==> config.mk <==
export PLATFORM = sky130hd
export DESIGN_NAME = spi_slave_ctrl
export DESIGN_NICKNAME = d
export VERILOG_FILES = /design/src/rtl/spi_slave_ctrl.sv
export SDC_FILE = /design/constraint.sdc
export NUM_CORES = 1
export LEC_CHECK = 0
export ABC_AREA = 0
export CORE_ASPECT_RATIO = 1.25
export CORE_MARGIN = 1
export CORE_UTILIZATION = 30
export CTS_BUF_LIST = sky130_fd_sc_hd__clkbuf_8
export DETAILED_ROUTE_END_ITERATION = 8
export GPL_TIMING_DRIVEN = 0
export PLACE_DENSITY = 0.61
export SLEW_MARGIN = 10
export SYNTH_ARGS = -nofsm -noshare
export SYNTH_HDL_FRONTEND = slang
export SYNTH_SLANG_ARGS = --single-unit
==> constraint.sdc <==
create_clock -name clk -period 1.6 [get_ports clk]
set_input_delay 0.32 -clock clk [delete_from_list [all_inputs] [get_ports clk]]
set_output_delay 0.32 -clock clk [all_outputs]
set_load 0.005 [all_outputs]
==> src/rtl/spi_slave_ctrl.sv <==
// SPI slave front-end: deserialises one command word per ss_n frame toward the RAM
// and, for read-data commands, serialises the RAM's response back out on miso.
module spi_slave_ctrl #(
  parameter int MEM_DEPTH = 256,
  localparam int ADDR_SIZE = $clog2(MEM_DEPTH),
  localparam int W = ADDR_SIZE + 2
) (
  input  logic                 clk,
  input  logic                 rst_n,
  input  logic                 ss_n,
  input  logic                 mosi,
  output logic                 miso,
  output logic [W-1:0]         rx_data,
  output logic                 rx_valid,
  input  logic [ADDR_SIZE-1:0] tx_data,
  input  logic                 tx_valid
);

  localparam int CW = $clog2(W + 1);
  localparam int TW = $clog2(ADDR_SIZE + 1);

  typedef enum logic [2:0] {IDLE, CHK_CMD, WRITE, READ_ADD, READ_DATA} state_t;

  state_t                 state, state_nxt;
  logic [CW-1:0]          bit_cnt;
  logic [W-2:0]           rx_shift;
  logic                   rd_addr_received;
  logic [ADDR_SIZE-1:0]   tx_shift;
  logic [TW-1:0]          tx_left;
  logic                   tx_used;
  logic [W-1:0]           word;
  logic                   shift_en, word_done, tx_load, tx_shift_en;

  always_ff @(posedge clk) begin
    if (!rst_n) state <= IDLE;
    else        state <= state_nxt;
  end

  always_comb begin
    state_nxt = state;
    if (state != IDLE && ss_n) begin
      state_nxt = IDLE;
    end else begin
      case (state)
        IDLE:    if (!ss_n) state_nxt = CHK_CMD;
        CHK_CMD: state_nxt = mosi ? (rd_addr_received ? READ_DATA : READ_ADD) : WRITE;
        default: state_nxt = state;
      endcase
    end
  end

  // bit_cnt == W marks a completed word; later mosi bits in the frame are dropped.
  always_comb begin
    word        = {rx_shift, mosi};
    shift_en    = !ss_n && (state != IDLE) && (bit_cnt != CW'(W));
    word_done   = shift_en && (bit_cnt == CW'(W - 1));
    tx_load     = !ss_n && (state == READ_DATA) && (bit_cnt == CW'(W)) && !tx_used && tx_valid;
    tx_shift_en = !ss_n && (tx_left != '0);
  end

  always_ff @(posedge clk) begin
    if (!rst_n) begin
      bit_cnt          <= '0;
      rx_shift         <= '0;
      rx_data          <= '0;
      rx_valid         <= 1'b0;
      rd_addr_received <= 1'b0;
      tx_shift         <= '0;
      tx_left          <= '0;
      tx_used          <= 1'b0;
      miso             <= 1'b0;
    end else begin
      rx_valid <= 1'b0;
      if (ss_n) begin
        bit_cnt <= '0;
        tx_left <= '0;
        tx_used <= 1'b0;
        miso    <= 1'b0;
      end else begin
        if (shift_en) begin
          rx_shift <= word[W-2:0];
          bit_cnt  <= bit_cnt + 1'b1;
        end
        if (word_done) begin
          rx_data  <= word;
          rx_valid <= 1'b1;
          if (word[W-1]) rd_addr_received <= ~word[W-2];
        end
        // First response bit goes out straight from tx_data; the rest from tx_shift.
        if (tx_load) begin
          miso     <= tx_data[ADDR_SIZE-1];
          tx_shift <= {tx_data[ADDR_SIZE-2:0], 1'b0};
          tx_left  <= TW'(ADDR_SIZE - 1);
          tx_used  <= 1'b1;
        end else if (tx_shift_en) begin
          miso     <= tx_shift[ADDR_SIZE-1];
          tx_shift <= tx_shift << 1;
          tx_left  <= tx_left - 1'b1;
        end else begin
          miso <= 1'b0;
        end
      end
    end
  end

endmodule

==> flow_metrics.py <==
metrics = {
    "global_routing": {
        "grt_max_degree": 15,
        "grt_overflow": 0,
        "track_usage": 0.149,
        "grt_pass1_vias": 1526,
        "grt_pass1_wl_um": 7120,
        "antenna_found_initial": 0,
    },
    "die": {
        "placeableCoreArea_sq_um": 5780,
        "fp-row-count": 31,
        "die-area_sq_um": 6250,
        "die_w_um": 70.9,
        "start_util": 0.308,
        "die_h_um": 88.2,
        "io_pins": 25,
    },
    "pwr": {
        "leakage_nw": 0.861,
        "power_frac_seq": 0.467,
        "pwr-share-comb": 0.071,
        "cellPowerDensity_nw_per_um2": 874,
        "pwr-share-clk": 0.463,
        "p_sw_frac": 0.217,
        "ir_drop_v": 0.000459,
        "p_int_mw": 1.72,
        "switchingPower_uw": 478,
    },
    "synthesis": {
        "seq_area_frac_synth": 0.461,
        "ys_types": 36,
        "syn_nets": 209,
        "synth-seq-cells": 41,
        "syn_area_per_cell_sq_um": 9.28,
        "syn_inst": 192,
        "netlist_area_sq_um": 1780,
        "synth_warnings": 0,
    },
    "critical_path": {
        "critPathArrivalTime_ns": 1.88,
        "critical_path.startpoint": "state[1]$_SDFFE_PP0P_",
        "worstPathMaxFanout": 8,
        "cp-end-kind": "flop",
        "reg2reg_from": "state[1]$_SDFFE_PP0P_",
        "required_ns": 1.82,
        "cp-start-kind": "flop",
        "crit_type": "flop to flop",
    },
    "run": {
        "drv_cap": 0,
    },
    "final_layout": {
        "fillCellCount": 567,
        "drive_gt1_frac": 0.226,
        "final_cells": 296,
        "num_antenna_cells": 0,
        "final_cell_mix": "dfxtp_1, nand2_1, mux2i_1, clkdlybuf4s50_1, nand3_1",
        "syn2layout_area_growth_pct": 41.3,
        "nets": 246,
        "final_common_cell": "dfxtp_1",
        "final_area_sq_um": 2520,
        "fin_util": 0.436,
    },
    "timing": {
        "fin_hold_ws_ns": 0.446,
        "worstMarginPinSlew_ns": 0.646,
        "setup_viol": 8,
        "fin_worst_skew_ns": 0.0139,
        "max_freq_mhz": 606,
        "max_slew_margin": 0.569,
        "fin_crit_sh": 1.03,
        "maxSlewViolCount": 0,
        "hold_viol_final": 0,
        "postLayoutSetupSlackWorst_ns": -0.0512,
        "grt_setup_unrepaired": "true",
        "min_period_ns": 1.65,
    },
    "drt": {
        "drt_first_pass_iters": 6,
        "drc": 0,
        "antenna_left": 0,
        "drtIter0Drc": 51,
        "wirelength_um": 4430,
        "vias_per_cell": 5.11,
        "num_vias": 1512,
        "wl_per_cell_um": 15.0,
    },
    "cts": {
        "htree_num_levels": 2,
        "postCtsHoldBufs": 0,
        "clock_path_buffers": 2,
        "clk_latency_ns": 0.30,
        "cts_root_buf": "clkbuf_8",
        "clk_pin_slew_ns": 0.09,
        "cts_buffers": 5,
        "clkSinkCount": 41,
        "cts_tree": "built",
    },
    "outcome": {
        "status": "finished with violations",
        "violations": "negative setup slack",
    },
    "placement": {
        "dpl_cell_area_sq_um": 2100,
        "portBuffers": 23,
        "finalWeightedCongestion": 0.776,
        "dp_hpwl_um": 2740,
        "post-place-cells": 281,
        "dp_slack_ns": -0.522,
    },
    "hold_path": {
        "hp-start": "rst_n",
        "hold_class": "input pin to flop",
    },
}
-- flip-flops by register name, summed over array words and instances (netlist names), 3 cells and up --
register and flops:
tx_shift 7, rx_data 10, rx_shift 9, tx_left 4
state 3, bit_cnt 4
-- worst max-delay path, stage by stage, from the launching register on --
cell and delay [ns]:
dfxtp_4 0.35, or4b_4 0.58, or3_1 0.34, buf_6 0.16, a31oi_4 0.15
-- cell families (layout without fill, tap and decap cells) --
logic type,Yosys count,count (layout),synth area share
buffers and inverters,22,60,0.0527
multiplexers,24,24,0.136
AND/OR/NAND/NOR,66,66,0.196
AO/OA/AOI/OAI,35,35,0.127
flip-flops,41,41,0.461
adder cells (fa/ha/maj),4,4,0.0281
-- power groups by stage --
| stage | clock [mW] | combinational, mW | sequential [mW] |
|---|---|---|---|
| after floorplan | 0 | 0.0667 | 1.05 |
| after global placement | 0 | 0.117 | 1.05 |
| after detailed placement | 0 | 0.118 | 1.05 |
| after CTS | 1.03 | 0.139 | 1.03 |
| after global routing | 1.08 | 0.170 | 1.03 |
| final | 1.02 | 0.156 | 1.03 |
-- metal layers --
layer  GRT usage  part of all wire  up-vias
met2       0.264              0.51       25
met4      0.0564             0.012        0
met5           0                 0        -
met3      0.0368             0.035        6
li1            -                 -      766
met1       0.175              0.44      715
-- worst paths after layout --
path | depth (start not counted) | end | slack, ns
setup / recovery | 4 | tx_shift[3]$_SDFFE_PN0P_ | -0.05
hold / removal | 3 | rd_addr_received$_SDFFE_PN0P_ | 0.45
setup reg to reg | 4 | tx_shift[3]$_SDFFE_PN0P_ | -0.05
hold reg to reg | 2 | rx_data[5]$_SDFFE_PN0P_ | 0.46
-- cell usage after synthesis --
library cell,n,area share
a211oi_1,1,0.0042
a21oi_1,5,0.014
a31oi_1,10,0.035
and3_1,1,0.0035
buf_2,3,0.0084
buf_6,1,0.0063
clkbuf_1,11,0.023
dfxtp_1,41,0.46
ha_1,4,0.028
inv_1,7,0.015
mux2_2,1,0.0063
mux2i_1,23,0.13
nand2_1,27,0.057
nand2b_1,4,0.014
nand3_1,9,0.025
nand3b_1,1,0.0042
nand4_1,3,0.011
nand4b_1,1,0.0049
nand4bb_1,1,0.0063
nor2_1,3,0.0063
nor2b_1,1,0.0035
nor3_1,3,0.0084
nor3_2,1,0.0056
nor3b_1,1,0.0042
nor4_1,2,0.0070
nor4b_1,1,0.0049
o211ai_1,1,0.0042
o21a_1,1,0.0042
o21ai_0,8,0.022
o2bb2ai_1,1,0.0049
o31ai_1,2,0.0084
o41ai_1,6,0.029
or3_1,2,0.0070
or3b_2,1,0.0049
or4_1,3,0.013
or4b_1,1,0.0056
-- per-stage QoR --
stage | power (mW) | setup TNS (ns)
3_3_place_gp | 1.17 | -12.05
2_1_floorplan | 1.12 | -0.0223
4_1_cts | 2.20 | -0.424
3_5_place_dp | 1.17 | -13.09
5_1_grt | 2.28 | -0.544
6_report | 2.20 | -0.186
-- cell type report --
type	count	area (sq um)	share of cell area
multi-input combinational	129	1030	0.408
timing repair buffer	33	309	0.123
buffer	12	100	0.0398
tap	66	82.6	0.0328
clock inverter	3	68.8	0.0273
clock buffer	5	68.8	0.0273
sequential	41	835	0.332
inverter	7	26.3	0.0104
-- timing repair --
action,CTS,global route
gates resized for setup,30,23
cloned,1,1
setup endpoints to repair,40,30
endpoints found under the hold margin,0,0
pin swaps,3,3
buffers inserted,6,2
No activity file was read; power rests on OpenSTA's default activity.
